[src/rtl/obi_pkg.sv]
// OBI initiator request/response bundles.
// Address/data phases are 32 bits wide.
package obi_pkg;

  typedef struct packed {
    logic        req;
    logic        we;
    logic [3:0]  be;
    logic [31:0] addr;
    logic [31:0] wdata;
  } obi_req_t;

  typedef struct packed {
    logic        gnt;
    logic        rvalid;
    logic [31:0] rdata;
  } obi_resp_t;

endpackage

[src/rtl/reg_pkg.sv]
// Register-bus request/response bundles.
// Single-beat, 32-bit data with byte strobes.
package reg_pkg;

  typedef struct packed {
    logic        valid;
    logic        write;
    logic [31:0] addr;
    logic [31:0] wdata;
    logic [3:0]  wstrb;
  } reg_req_t;

  typedef struct packed {
    logic        ready;
    logic        error;
    logic [31:0] rdata;
  } reg_rsp_t;

endpackage

[src/rtl/reg_to_obi_pkg.sv]
// Shared types for the register-to-OBI bridge.
// State encoding and default error read data.
package reg_to_obi_pkg;

  typedef enum logic [2:0] {
    IDLE  = 3'd0,
    REQ   = 3'd1,
    WAIT  = 3'd2,
    DONE  = 3'd3,
    DRAIN = 3'd4
  } reg_to_obi_state_e;

  localparam logic [31:0] ERR_RDATA_DEFAULT = 32'hBADCAB1E;

endpackage

[src/rtl/reg_to_obi_bridge.sv]
// Register-bus to OBI initiator bridge, one transaction in flight.
// A response timeout keeps a silent slave from hanging the register bus.
module reg_to_obi_bridge
  import reg_to_obi_pkg::*;
#(
  parameter int unsigned TimeoutCycles = 255,
  parameter logic [31:0] ErrRdata      = ERR_RDATA_DEFAULT
) (
  input  logic                clk_i,
  input  logic                rst_ni,
  input  reg_pkg::reg_req_t   reg_req_i,
  output reg_pkg::reg_rsp_t   reg_rsp_o,
  output obi_pkg::obi_req_t   obi_req_o,
  input  obi_pkg::obi_resp_t  obi_resp_i,
  output logic                busy_o,
  output logic                timeout_o
);

  localparam int unsigned CntW =
    (TimeoutCycles == 0) ? 1 : $clog2(TimeoutCycles + 1);
  localparam logic [CntW-1:0] CntMax = '1;
  localparam logic [CntW-1:0] CntLast =
    (TimeoutCycles == 0) ? '0 : CntW'(TimeoutCycles - 1);

  reg_to_obi_state_e state_q, state_d;

  logic [CntW-1:0] cnt_q, cnt_d;
  logic            drain_q, drain_d;
  logic            we_q, we_d;
  logic [3:0]      be_q, be_d;
  logic [31:0]     addr_q, addr_d;
  logic [31:0]     wdata_q, wdata_d;
  logic [31:0]     rdata_q, rdata_d;
  logic            error_q, error_d;
  logic            expire;
  logic            timeout;

  assign expire = (TimeoutCycles != 0) && (cnt_q == CntLast);

  always_ff @(posedge clk_i or negedge rst_ni) begin
    if (!rst_ni) begin
      state_q <= IDLE;
      cnt_q   <= '0;
      drain_q <= 1'b0;
      we_q    <= 1'b0;
      be_q    <= '0;
      addr_q  <= '0;
      wdata_q <= '0;
      rdata_q <= '0;
      error_q <= 1'b0;
    end else begin
      state_q <= state_d;
      cnt_q   <= cnt_d;
      drain_q <= drain_d;
      we_q    <= we_d;
      be_q    <= be_d;
      addr_q  <= addr_d;
      wdata_q <= wdata_d;
      rdata_q <= rdata_d;
      error_q <= error_d;
    end
  end

  always_comb begin
    state_d = state_q;
    cnt_d   = cnt_q;
    drain_d = drain_q;
    we_d    = we_q;
    be_d    = be_q;
    addr_d  = addr_q;
    wdata_d = wdata_q;
    rdata_d = rdata_q;
    error_d = error_q;
    timeout = 1'b0;
    unique case (state_q)
      IDLE: begin
        if (reg_req_i.valid) begin
          we_d    = reg_req_i.write;
          be_d    = reg_req_i.write ? reg_req_i.wstrb : 4'hF;
          addr_d  = reg_req_i.addr & ~32'h3;
          wdata_d = reg_req_i.wdata;
          state_d = REQ;
        end
      end
      REQ: begin
        if (obi_resp_i.gnt) begin
          cnt_d   = '0;
          state_d = WAIT;
        end
      end
      WAIT: begin
        if (cnt_q != CntMax) begin
          cnt_d = cnt_q + CntW'(1);
        end
        // A response in the expiry cycle still counts as on time
        if (obi_resp_i.rvalid) begin
          rdata_d = we_q ? '0 : obi_resp_i.rdata;
          error_d = 1'b0;
          state_d = DONE;
        end else if (expire) begin
          rdata_d = ErrRdata;
          error_d = 1'b1;
          timeout = 1'b1;
          drain_d = 1'b1;
          state_d = DONE;
        end
      end
      DONE: begin
        state_d = drain_q ? DRAIN : IDLE;
      end
      DRAIN: begin
        if (obi_resp_i.rvalid) begin
          drain_d = 1'b0;
          state_d = IDLE;
        end
      end
      default: begin
        state_d = IDLE;
      end
    endcase
  end

  assign obi_req_o.req   = (state_q == REQ);
  assign obi_req_o.we    = we_q;
  assign obi_req_o.be    = be_q;
  assign obi_req_o.addr  = addr_q;
  assign obi_req_o.wdata = wdata_q;

  assign reg_rsp_o.ready = (state_q == DONE);
  assign reg_rsp_o.error = error_q;
  assign reg_rsp_o.rdata = rdata_q;

  assign busy_o    = (state_q != IDLE);
  assign timeout_o = timeout;

`ifndef SYNTHESIS
  a_req_stable: assert property (
    @(posedge clk_i) disable iff (!rst_ni)
    (obi_req_o.req && !obi_resp_i.gnt) |=> $stable(obi_req_o)
  ) else $error("obi request changed before grant");

  a_rvalid_legal: assert property (
    @(posedge clk_i) disable iff (!rst_ni)
    obi_resp_i.rvalid |-> (state_q inside {WAIT, DRAIN})
  ) else $error("rvalid with no outstanding transaction");
`endif

endmodule

[config.mk]
export PLATFORM = sky130hd
export DESIGN_NAME = reg_to_obi_bridge
export DESIGN_NICKNAME = d
export VERILOG_FILES = /design/src/rtl/obi_pkg.sv /design/src/rtl/reg_pkg.sv /design/src/rtl/reg_to_obi_pkg.sv /design/src/rtl/reg_to_obi_bridge.sv
export SDC_FILE = /design/constraint.sdc
export NUM_CORES = 1
export LEC_CHECK = 0
export BUFFER_PORTS_ARGS = -buffer_cell sky130_fd_sc_hd__buf_2
export CAP_MARGIN = 30
export CORE_MARGIN = 1.5
export CORE_UTILIZATION = 44
export CTS_BUF_LIST = sky130_fd_sc_hd__clkbuf_4 sky130_fd_sc_hd__clkbuf_8
export DETAILED_ROUTE_END_ITERATION = 10
export PLACE_DENSITY = 0.79
export SYNTH_ARGS = -nofsm -noshare
export SYNTH_HDL_FRONTEND = slang
export SYNTH_SLANG_ARGS = --single-unit
[constraint.sdc]
create_clock -name clk_i -period 1.74 [get_ports clk_i]
set_input_delay 0.261 -clock clk_i [delete_from_list [all_inputs] [get_ports clk_i]]
set_output_delay 0.261 -clock clk_i [all_outputs]
set_load 0.02 [all_outputs]
==> results by group, run 1 <==
Clocking
  – CTS tree: done
  – CTS Buffer Depth: 2
  – Skew-Pair Late Insertion Delay: 0.37 ns
  – CTS clk-pin slew, worst paths: 0.10 ns
  – Root Driver: clkbuf_8
  – Total CTS buffers: 9
  – H-tree levels: 3
  – CTS Sinks: 112

Synth
  – Yosys reg bits: 112
  – Post-Syn Area: 4860 µm²
  – Asr flop ratio synth: 100%
  – Seq/Total Area, Yosys: 57.7%
  – Unique masters post-synth: 46
  – Synth Instances: 335
  – Top FF cell, synth: dfrtp_1
  – EDFF count, synth: 0
  – Syn Area/Cell: 14.5 µm²
  – Yosys synthesis warning count: 0
  – Area leader, netlist: dfrtp_1
  – Synth top area cells: dfrtp_1, mux2_4, a2bb2oi_1, buf_12, a22o_1
  – Synth top area share: 57.7%

Floorplan
  – Chip height: 108 µm
  – Die ar.: 11700 µm²
  – Core ar.: 10800 µm²
  – Ports: 212
  – Starting Density: 45.0%
  – Die X-Extent: 108 µm
  – Num rows: 38

STA
  – WHS: 0.102 ns
  – Worst Clk Skew: 0.00906 ns
  – Endpoints failing setup: 65
  – Setup TNS: -7.57 ns
  – F_max: 523 MHz
  – Final hold viol count: 0
  – Min Tclk post-route: 1.91 ns
  – Max-slew violations: 0
  – Unrepaired setup endpoints after global routing: yes
  – PnR worst setup slack: -0.172 ns
  – Crit share post-route: 110%

Pwr
  – Seq pwr share: 34.2%
  – Clk pwr share: 14.1%
  – Combinational Power Share: 51.7%
  – Power Dens Cells: 1950 nW/µm²
  – Int Pwr: 8.08 mW
  – VDD IR max: 998 µV
  – Sw Ratio: 37.9%
  – Leak Pwr: 3.40 nW
  – Switching power: 4.94 mW

Global routing
  – Number of global-route vias before repair: 3557
  – Initial antenna violation count: 0
  – Largest net degree at the start of global routing: 60
  – First-pass GRT wire length: 18000 µm
  – GR Util All Layers: 20.1%
  – Total gr overflow: 0

Setup path
  – CP Data Arrival Time: 1.65 ns
  – CP Capture Type: output pin
  – Crit path launch type: flop
  – FF-to-FF path depth: 6
  – Crit Path Class: reg2out
  – Worst EP required: 1.48 ns
  – Reg-to-Reg Start: state_q[2]
  – FF-to-FF End: wdata_q[29]
  – CP Max Fanout: 2
  – Worst R2R Setup Slack: -0.17 ns

Detailed routing
  – DR vias/cell: 4.99
  – Wirelength per Cell: 16.7 µm
  – 1st-pass router iterations: 4
  – 1st-iter DRT viols: 133
  – DRC viols: 0
  – DR vias: 3586
  – Final wirelength: 12000 µm
  – Post-route ant nets: 0

Placed design
  – Post-placement cell area: 6050 µm²
  – DP HPWL: 8360 µm
  – Gpl congestion: 0.823
  – Dpl ws: -0.00283 ns
  – Port Buffers: 207

Worst hold path
  – Hold Path End: rdata_q[0]
  – Hold Path Stages: 2
  – Hold/Removal Path Class: in2reg
  – Worst hold start: obi_resp_i[0]

Finish
  – Area grow syn2layout: 37.5%
  – Fin util: 61.9%
  – Commonest non-fill, non-tap cells in the layout: buf_2, dfrtp_1, mux2_4
  – Layout Nets: 683
  – Ant. Diodes: 0
  – Share of cells above drive strength 1: 59.6%
  – Most common cell after layout, fill and taps aside: buf_2
  – Finished Cell Area: 6680 µm²

Outcome
  – Status: finished with violations
  – Violated checks: negative setup slack

Run
  – Max cap viols: 0
## flip-flops by register name, indices dropped and copies added, names as in the netlist
register  cells
be_q          4
error_q       1
cnt_q         8
addr_q       30
state_q       3
rdata_q      32
drain_q       1
wdata_q      32
we_q          1
## cell families (layout without fill, tap and decap cells)
| kind of cell | count (synthesis) | in the layout | synth area share [%] |
|---|---|---|---|
| fa+ha+maj | 2 | 2 | 0.515 |
| flops | 112 | 112 | 57.7 |
| simple gates | 57 | 58 | 6.47 |
| compound gates | 67 | 67 | 10.5 |
| mux | 62 | 62 | 19.0 |
| other cells | 1 | 2 | 0.0772 |
| buf+inv | 34 | 276 | 5.72 |
## power groups by stage
stage	sequential [mW]	clock, mW	combinational, mW
global route	4.58	1.98	7.15
detailed placement	4.47	0	6.11
CTS	4.46	1.86	6.41
finish	4.46	1.83	6.74
global placement	4.42	0	5.95
floorplan	5.87	0	2.84
## timing repair
action,4_1_cts,5_1_grt
endpoints found under the hold margin,26,0
setup buffers,7,13
hold buffers,1,0
setup endpoints to repair,21,94
gates cloned,3,1
gates resized for setup,12,33
pin swaps,2,3
## metrics by stage
step	power, mW	instances
2_1_floorplan	8.71	336
3_3_place_gp	10.4	682
3_5_place_dp	10.6	682
4_1_cts	12.7	708
5_1_grt	13.7	719
6_report	13.0	719
## cell type report
class / count / area, µm²
clock buffer: 10 / 131
clock inverter: 5 / 104
fill: 803 / 4110
inverter: 9 / 33.8
multi-input combinational: 191 / 1860
sequential: 112 / 2800
tap: 140 / 175
timing repair buffer: 252 / 1580
## cell usage after synthesis (all sizes together) (2+ instances only)
master	count
nand3	3
nand3b	2
a41oi	2
dfrtp	112
a21oi	12
nand2	22
nor3b	2
nand4	2
mux2	62
buf	22
clkbuf	3
ha	2
a31oi	4
inv	9
o21a	2
o21ai	4
or3b	2
o31ai	5
and3	3
nor3	3
nor2	13
a2bb2oi	19
a22o	13
## critical path: stages (launching register included)
cell and delay [ns]:
dfrtp_1 0.41, buf_6 0.13, or3b_4 0.41, nor4_4 0.15, buf_4 0.18
## worst max path at each step
stage	startpoint	slack [ns]	to	cells after the start
6_report	state_q[2]	-0.17	timeout_o	4
3_5_place_dp	state_q[1]	-0.003	addr_q[5]	4
5_1_grt	state_q[2]	-0.22	timeout_o	4
2_1_floorplan	state_q[2]	0.009	timeout_o	4
3_3_place_gp	state_q[1]	0.03	addr_q[9]	4
4_1_cts	state_q[2]	-0.17	timeout_o	4
## routing by layer
| layer | global-route usage (%) | share of wire (%) |
|---|---|---|
| met2 | 34.0 | 49 |
| met3 | 4.28 | 6.9 |
| met5 | 0 | 0 |
| met4 | 7.05 | 1.3 |
| met1 | 25.7 | 43 |
(Power assumes the default switching activity.)
==> inputs of run 2 (changes only) <==
--- a/config.mk
+++ b/config.mk
@@ -5,13 +5,15 @@
 export SDC_FILE = /design/constraint.sdc
 export NUM_CORES = 1
 export LEC_CHECK = 0
+export ABC_CLOCK_PERIOD_IN_PS = 1740
 export BUFFER_PORTS_ARGS = -buffer_cell sky130_fd_sc_hd__buf_2
 export CAP_MARGIN = 30
 export CORE_MARGIN = 1.5
 export CORE_UTILIZATION = 44
 export CTS_BUF_LIST = sky130_fd_sc_hd__clkbuf_4 sky130_fd_sc_hd__clkbuf_8
 export DETAILED_ROUTE_END_ITERATION = 10
-export PLACE_DENSITY = 0.79
+export PLACE_DENSITY = 0.78
+export SKIP_LAST_GASP = 1
 export SYNTH_ARGS = -nofsm -noshare
 export SYNTH_HDL_FRONTEND = slang
 export SYNTH_SLANG_ARGS = --single-unit
==> results by group, run 2 (synthesized netlist as in run 1, its figures left out) <==
Outcome
  – Status: finished with violations (unchanged)
  – Violated checks: negative setup slack (unchanged)

Setup path
  – Crit Path Class: reg2reg (was reg2out)
  – Worst EP required: 2.00 ns (was 1.48 ns)
  – CP Max Fanout: 8 (was 2)
  – CP Capture Type: flop (was output pin)
  – CP Data Arrival Time: 2.15 ns (was 1.65 ns)
  – Crit path launch type: flop (unchanged)

Finish
  – Fillers: 824 (was 803)
  – Commonest non-fill, non-tap cells in the layout: buf_2, dfrtp_1, mux2_4 (unchanged)
  – Finished Cell Area: 6630 µm² (was 6680 µm²)
  – Area grow syn2layout: 36.5% (was 37.5%)
  – Share of cells above drive strength 1: 59.5% (was 59.6%)
  – Most common cell after layout, fill and taps aside: buf_2 (unchanged)
  – Layout Nets: 673 (was 683)
  – Fin cells: 710 (was 719)
  – Ant. Diodes: 0 (unchanged)
  – Fin util: 61.4% (was 61.9%)
  – Top Registers: rdata_q (32), wdata_q (32), addr_q (30) (unchanged)

Clocking
  – H-tree levels: 3 (unchanged)
  – CTS Sinks: 112 (unchanged)
  – CTS tree: done (unchanged)
  – Skew-Pair Late Insertion Delay: 0.36 ns (was 0.37 ns)
  – Root Driver: clkbuf_8 (unchanged)
  – CTS clk-pin slew, worst paths: 0.10 ns (about the same)
  – CTS Buffer Depth: 2 (unchanged)
  – Total CTS buffers: 9 (unchanged)

STA
  – Crit share post-route: 109% (was 110%)
  – Worst Clk Skew: 0.00692 ns (was 0.00906 ns)
  – Worst Tran Pin Value: 0.621 ns
  – Max-slew violations: 0 (unchanged)
  – Endpoints failing setup: 62 (was 65)
  – F_max: 529 MHz (was 523 MHz)
  – Worst slew margin: 58.6%
  – Final hold viol count: 0 (unchanged)
  – Setup TNS: -6.10 ns (was -7.57 ns)
  – Unrepaired setup endpoints after global routing: yes (unchanged)
  – WHS: 0.115 ns (was 0.102 ns)
  – PnR worst setup slack: -0.150 ns (was -0.172 ns)
  – Min Tclk post-route: 1.89 ns (was 1.91 ns)

Detailed routing
  – DRC viols: 0 (unchanged)
  – 1st-iter DRT viols: 184 (was 133)
  – DR vias: 3597 (was 3586)
  – DR vias/cell: 5.07 (was 4.99)
  – Post-route ant nets: 0 (unchanged)
  – 1st-pass router iterations: 4 (unchanged)
  – Wirelength per Cell: 17.3 µm (was 16.7 µm)
  – Final wirelength: 12300 µm (was 12000 µm)

Placed design
  – Post-placement cell area: 6050 µm² (about the same)
  – DP HPWL: 8360 µm (about the same)
  – Inst Count DP: 678 (was 682)
  – Port Buffers: 207 (unchanged)
  – Gpl congestion: 0.758 (was 0.823)

Pwr
  – Int Pwr: 7.77 mW (was 8.08 mW)
  – VDD IR max: 1040 µV (was 998 µV)
  – Switching power: 4.94 mW (about the same)
  – Leak Pwr: 3.35 nW (was 3.40 nW)
  – Seq pwr share: 35.5% (was 34.2%)
  – Power Dens Cells: 1920 nW/µm² (was 1950 nW/µm²)
  – Clk pwr share: 12.1% (was 14.1%)
  – Combinational Power Share: 52.5% (was 51.7%)
  – Sw Ratio: 38.8% (was 37.9%)

Worst hold path
  – Hold/Removal Path Class: in2reg (unchanged)

Floorplan
  – Ports: 212 (unchanged)
  – Core ar.: 10800 µm² (unchanged)
  – Chip height: 108 µm (unchanged)
  – Starting Density: 45.0% (unchanged)
  – Num rows: 38 (unchanged)
  – Die ar.: 11700 µm² (unchanged)
  – Die X-Extent: 108 µm (unchanged)

Global routing
  – Largest net degree at the start of global routing: 113 (was 60)
  – GR Util All Layers: 20.0% (was 20.1%)
  – First-pass GRT wire length: 18100 µm (was 18000 µm)
  – Total gr overflow: 0 (unchanged)
  – Number of global-route vias before repair: 3634 (was 3557)
  – Initial antenna violation count: 0 (unchanged)

Run
  – Max cap viols: 0 (unchanged)
## run 2: changes by cell type in the layout (fill, tap and decap cells not counted), moves of 3 or more
cell / previous run / this run
buf_4: 23 / 15
buf_12: 4 / 8
buf_6: 17 / 8
clkinvlp_4: 0 / 3
## run 2: metrics by stage
stage / total power, mW / worst slack (ns)
2_1_floorplan: 8.71 / 0.00862
3_5_place_dp: 10.6 / -0.00342
6_report: 12.7 / -0.150
4_1_cts: 12.4 / -0.178
3_3_place_gp: 10.4 / 0.0457
5_1_grt: 13.4 / -0.208
## run 2: area by class of cell
| cell class | count | area (µm²) | area share [%] |
|---|---|---|---|
| Sequential cell | 112 | 2800 | 42.3 |
| Multi-Input combinational cell | 190 | 1860 | 28.0 |
| Timing Repair Buffer | 243 | 1560 | 23.6 |
| Tap cell | 140 | 175 | 2.64 |
| Clock buffer | 11 | 139 | 2.10 |
| Clock inverter | 5 | 57.6 | 0.868 |
| Inverter | 9 | 33.8 | 0.510 |
## run 2: worst paths after layout
kind / startpoint / end / slack (ns) / cells past startpoint
max in group asynchronous: rst_ni / rdata_q[8] / 0.76 / 3
min in group asynchronous: rst_ni / wdata_q[17] / 0.47 / 3
max reg2reg: state_q[2] / addr_q[19] / -0.15 / 6
min reg2reg: rdata_q[30] / rdata_q[30] / 0.50 / 1
max: state_q[2] / addr_q[19] / -0.15 / 6
min: obi_resp_i[14] / rdata_q[14] / 0.11 / 2
## run 2: timing repair
action | 4_1_cts | 5_1_grt
hold endpoints to repair | 65 | 0
gates resized for setup | 5 | 39
setup buffers | 4 | 7
hold buffers | 1 | 0
pin swaps | 3 | 2
setup endpoints to repair | 9 | 103
cloned | 2 | 3
## run 2: power by group through the flow
stage	sequential [mW]	clock, mW	combinational, mW
floorplan	5.87	0	2.84
global placement	4.42	0	5.94
detailed placement	4.51	0	6.11
CTS	4.49	1.58	6.32
global route	4.64	1.66	7.06
finish	4.51	1.53	6.67
## run 2: routing by layer
| metal | GRT usage [%] | wire (µm) | vias to the layer above |
|---|---|---|---|
| met3 | 4.88 | 863 | 9 |
| li1 | - | - | 1654 |
| met1 | 23.1 | 4970 | 1790 |
| met4 | 6.20 | 127 | 0 |
| met2 | 36.5 | 6340 | 144 |
| met5 | 0 | 0 | - |
## run 2: worst max-delay path, cell delays in order, from the launching register on
cell and delay (ns):
dfrtp_1 0.40, buf_4 0.14, or3_4 0.36, nor2_8 0.24
buf_4 0.19, buf_16 0.14, mux2_4 0.31
==> inputs of run 3 (changes only) <==
--- a/config.mk
+++ b/config.mk
@@ -8,11 +8,12 @@
 export ABC_CLOCK_PERIOD_IN_PS = 1740
 export BUFFER_PORTS_ARGS = -buffer_cell sky130_fd_sc_hd__buf_2
 export CAP_MARGIN = 30
-export CORE_MARGIN = 1.5
+export CORE_MARGIN = 4
 export CORE_UTILIZATION = 44
 export CTS_BUF_LIST = sky130_fd_sc_hd__clkbuf_4 sky130_fd_sc_hd__clkbuf_8
 export DETAILED_ROUTE_END_ITERATION = 10
 export PLACE_DENSITY = 0.78
+export SKIP_CTS_REPAIR_TIMING = 1
 export SKIP_LAST_GASP = 1
 export SYNTH_ARGS = -nofsm -noshare
 export SYNTH_HDL_FRONTEND = slang
==> results by group, run 3 (synthesized netlist as in run 1, its figures left out) <==
Worst hold path
  – Hold/Removal Path Class: in2reg (unchanged)

Finish
  – Ant. Diodes: 0 (unchanged)
  – Area grow syn2layout: 34.7% (was 36.5%)
  – Finished Cell Area: 6540 µm² (was 6630 µm²)
  – Share of cells above drive strength 1: 58.8% (was 59.5%)
  – Most common cell after layout, fill and taps aside: buf_2 (unchanged)
  – Layout Nets: 674 (was 673)
  – Fillers: 856 (was 824)
  – Top Registers: rdata_q (32), wdata_q (32), addr_q (30) (unchanged)
  – Commonest non-fill, non-tap cells in the layout: buf_2, dfrtp_1, mux2_4 (unchanged)
  – Fin cells: 711 (was 710)

Setup path
  – Crit path launch type: flop (unchanged)
  – CP bufs+invs: 2 (was 3)
  – Critical-path cell list: buf_6 -> or3b_4 -> nor4_4 -> buf_4 (was buf_4 -> or3_4 -> nor2_8 -> buf_4 -> buf_16 -> mux2_4)
  – Crit Path Class: reg2out (was reg2reg)
  – WP depth: 4 (was 6)
  – FF-to-FF path depth: 5 (was 6)
  – CP Max Fanout: 4 (was 8)
  – Reg-to-Reg Start: state_q[0] (was state_q[2])
  – Crit path to: timeout_o (was addr_q[19])
  – Max incr delay on CP: 0.41 ns (was 0.40 ns)
  – CP Capture Type: output pin (was flop)
  – Crit. Startpoint: state_q[0] (was state_q[2])
  – Crit path max-delay family: simple AND/OR/NAND/NOR gates (unchanged)
  – Worst path slowest cell: dfrtp_1 (unchanged)
  – CP Data Arrival Time: 1.61 ns (was 2.15 ns)
  – Worst R2R Setup Slack: -0.09 ns (was -0.15 ns)
  – FF-to-FF End: wdata_q[3] (was addr_q[19])
  – Worst EP required: 1.48 ns (was 2.00 ns)

Global routing
  – Initial antenna violation count: 2 (was 0)
  – GR Util All Layers: 18.4% (was 20.0%)
  – Number of global-route vias before repair: 3668 (was 3634)
  – Largest net degree at the start of global routing: 113 (unchanged)
  – Total gr overflow: 0 (unchanged)
  – First-pass GRT wire length: 18800 µm (was 18100 µm)

Clocking
  – Skew-Pair Late Insertion Delay: 0.36 ns (about the same)
  – CTS Sinks: 112 (unchanged)
  – CTS clk-pin slew, worst paths: 0.10 ns (about the same)
  – Root Driver: clkbuf_8 (unchanged)
  – CTS Buffer Depth: 2 (unchanged)
  – H-tree levels: 3 (unchanged)
  – Total CTS buffers: 9 (unchanged)
  – CTS tree: done (unchanged)

Placed design
  – DP HPWL: 8730 µm (was 8360 µm)
  – Inst Count DP: 682 (was 678)
  – Port Buffers: 207 (unchanged)
  – Post-placement cell area: 6080 µm² (was 6050 µm²)
  – Dpl ws: 0.0177 ns (was -0.00342 ns)
  – Gpl congestion: 0.844 (was 0.758)

Floorplan
  – Core ar.: 10800 µm² (about the same)
  – Die X-Extent: 113 µm (was 108 µm)
  – Starting Density: 44.8% (was 45.0%)
  – Ports: 212 (unchanged)
  – Chip height: 113 µm (was 108 µm)
  – Die ar.: 12800 µm² (was 11700 µm²)
  – Num rows: 38 (unchanged)

Detailed routing
  – 1st-pass router iterations: 5 (was 4)
  – DRC viols: 0 (unchanged)
  – DR vias: 3555 (was 3597)
  – DR vias/cell: 5.00 (was 5.07)
  – Wirelength per Cell: 17.3 µm (about the same)
  – 1st-iter DRT viols: 208 (was 184)
  – Post-route ant nets: 0 (unchanged)
  – Final wirelength: 12300 µm (about the same)

Outcome
  – Violated checks: negative setup slack (unchanged)
  – Status: finished with violations (unchanged)

STA
  – Worst Tran Pin Value: 0.615 ns (was 0.621 ns)
  – Crit share post-route: 107% (was 109%)
  – PnR worst setup slack: -0.127 ns (was -0.150 ns)
  – Max-slew violations: 0 (unchanged)
  – Setup TNS: -2.32 ns (was -6.10 ns)
  – Endpoints failing setup: 62 (unchanged)
  – Unrepaired setup endpoints after global routing: yes (unchanged)
  – Final hold viol count: 0 (unchanged)
  – F_max: 536 MHz (was 529 MHz)
  – Min Tclk post-route: 1.87 ns (was 1.89 ns)
  – Worst Clk Skew: 0.00883 ns (was 0.00692 ns)
  – Worst slew margin: 59.0% (was 58.6%)

Pwr
  – VDD IR max: 980 µV (was 1040 µV)
  – Leak Pwr: 3.34 nW (was 3.35 nW)
  – Power Dens Cells: 1960 nW/µm² (was 1920 nW/µm²)
  – Final total power: 12.8 mW (was 12.7 mW)

Run
  – Max cap viols: 0 (unchanged)
run 3: routing by layer:
layer  global-route usage (%)  vias to the layer above  wire [µm]
li1                         -                     1658          -
met4                     6.97                        4        240
met3                     5.08                       24        991
met5                        0                        -         21
met2                     29.4                      148       5770
met1                     24.0                     1721       5280
run 3: area by class of cell:
cell class / count / area (µm²) / area share (%)
clock buffers: 11 / 145 / 2.22
clock inverters: 5 / 104 / 1.59
inverters: 9 / 33.8 / 0.516
multi-input cells: 191 / 1840 / 28.2
flip-flops and latches: 112 / 2800 / 42.8
well taps: 140 / 175 / 2.68
repair buffers: 243 / 1440 / 22.0
run 3: metrics by stage:
| stage | util [%] | hold WS, ns |
|---|---|---|
| detailed placement | 56.1 | 0.392 |
| floorplan | - | -0.0346 |
| global route | 60.4 | 0.0908 |
| finish | 60.4 | 0.108 |
| CTS | 58.4 | -0.0160 |
| global placement | 56.1 | 0.379 |
run 3: worst min path at each step:
stage                   start     endpoint  slack [ns]  cells past startpoint
3_3_place_gp           rst_ni   addr_q[29]        0.38                      2
3_5_place_dp           rst_ni   addr_q[25]        0.39                      2
2_1_floorplan          rst_ni   addr_q[10]       -0.03                      0
6_report       obi_resp_i[14]  rdata_q[14]        0.11                      2
4_1_cts                rst_ni    addr_q[2]       -0.02                      2
5_1_grt         obi_resp_i[5]   rdata_q[5]        0.09                      2
run 3: where the power goes:
group	switching, mW	total, mW	internal [mW]	leakage [nW]
registers	0.672	4.47	3.80	1.34
logic	3.35	6.47	3.11	1.87
clock network	0.862	1.88	1.01	0.127
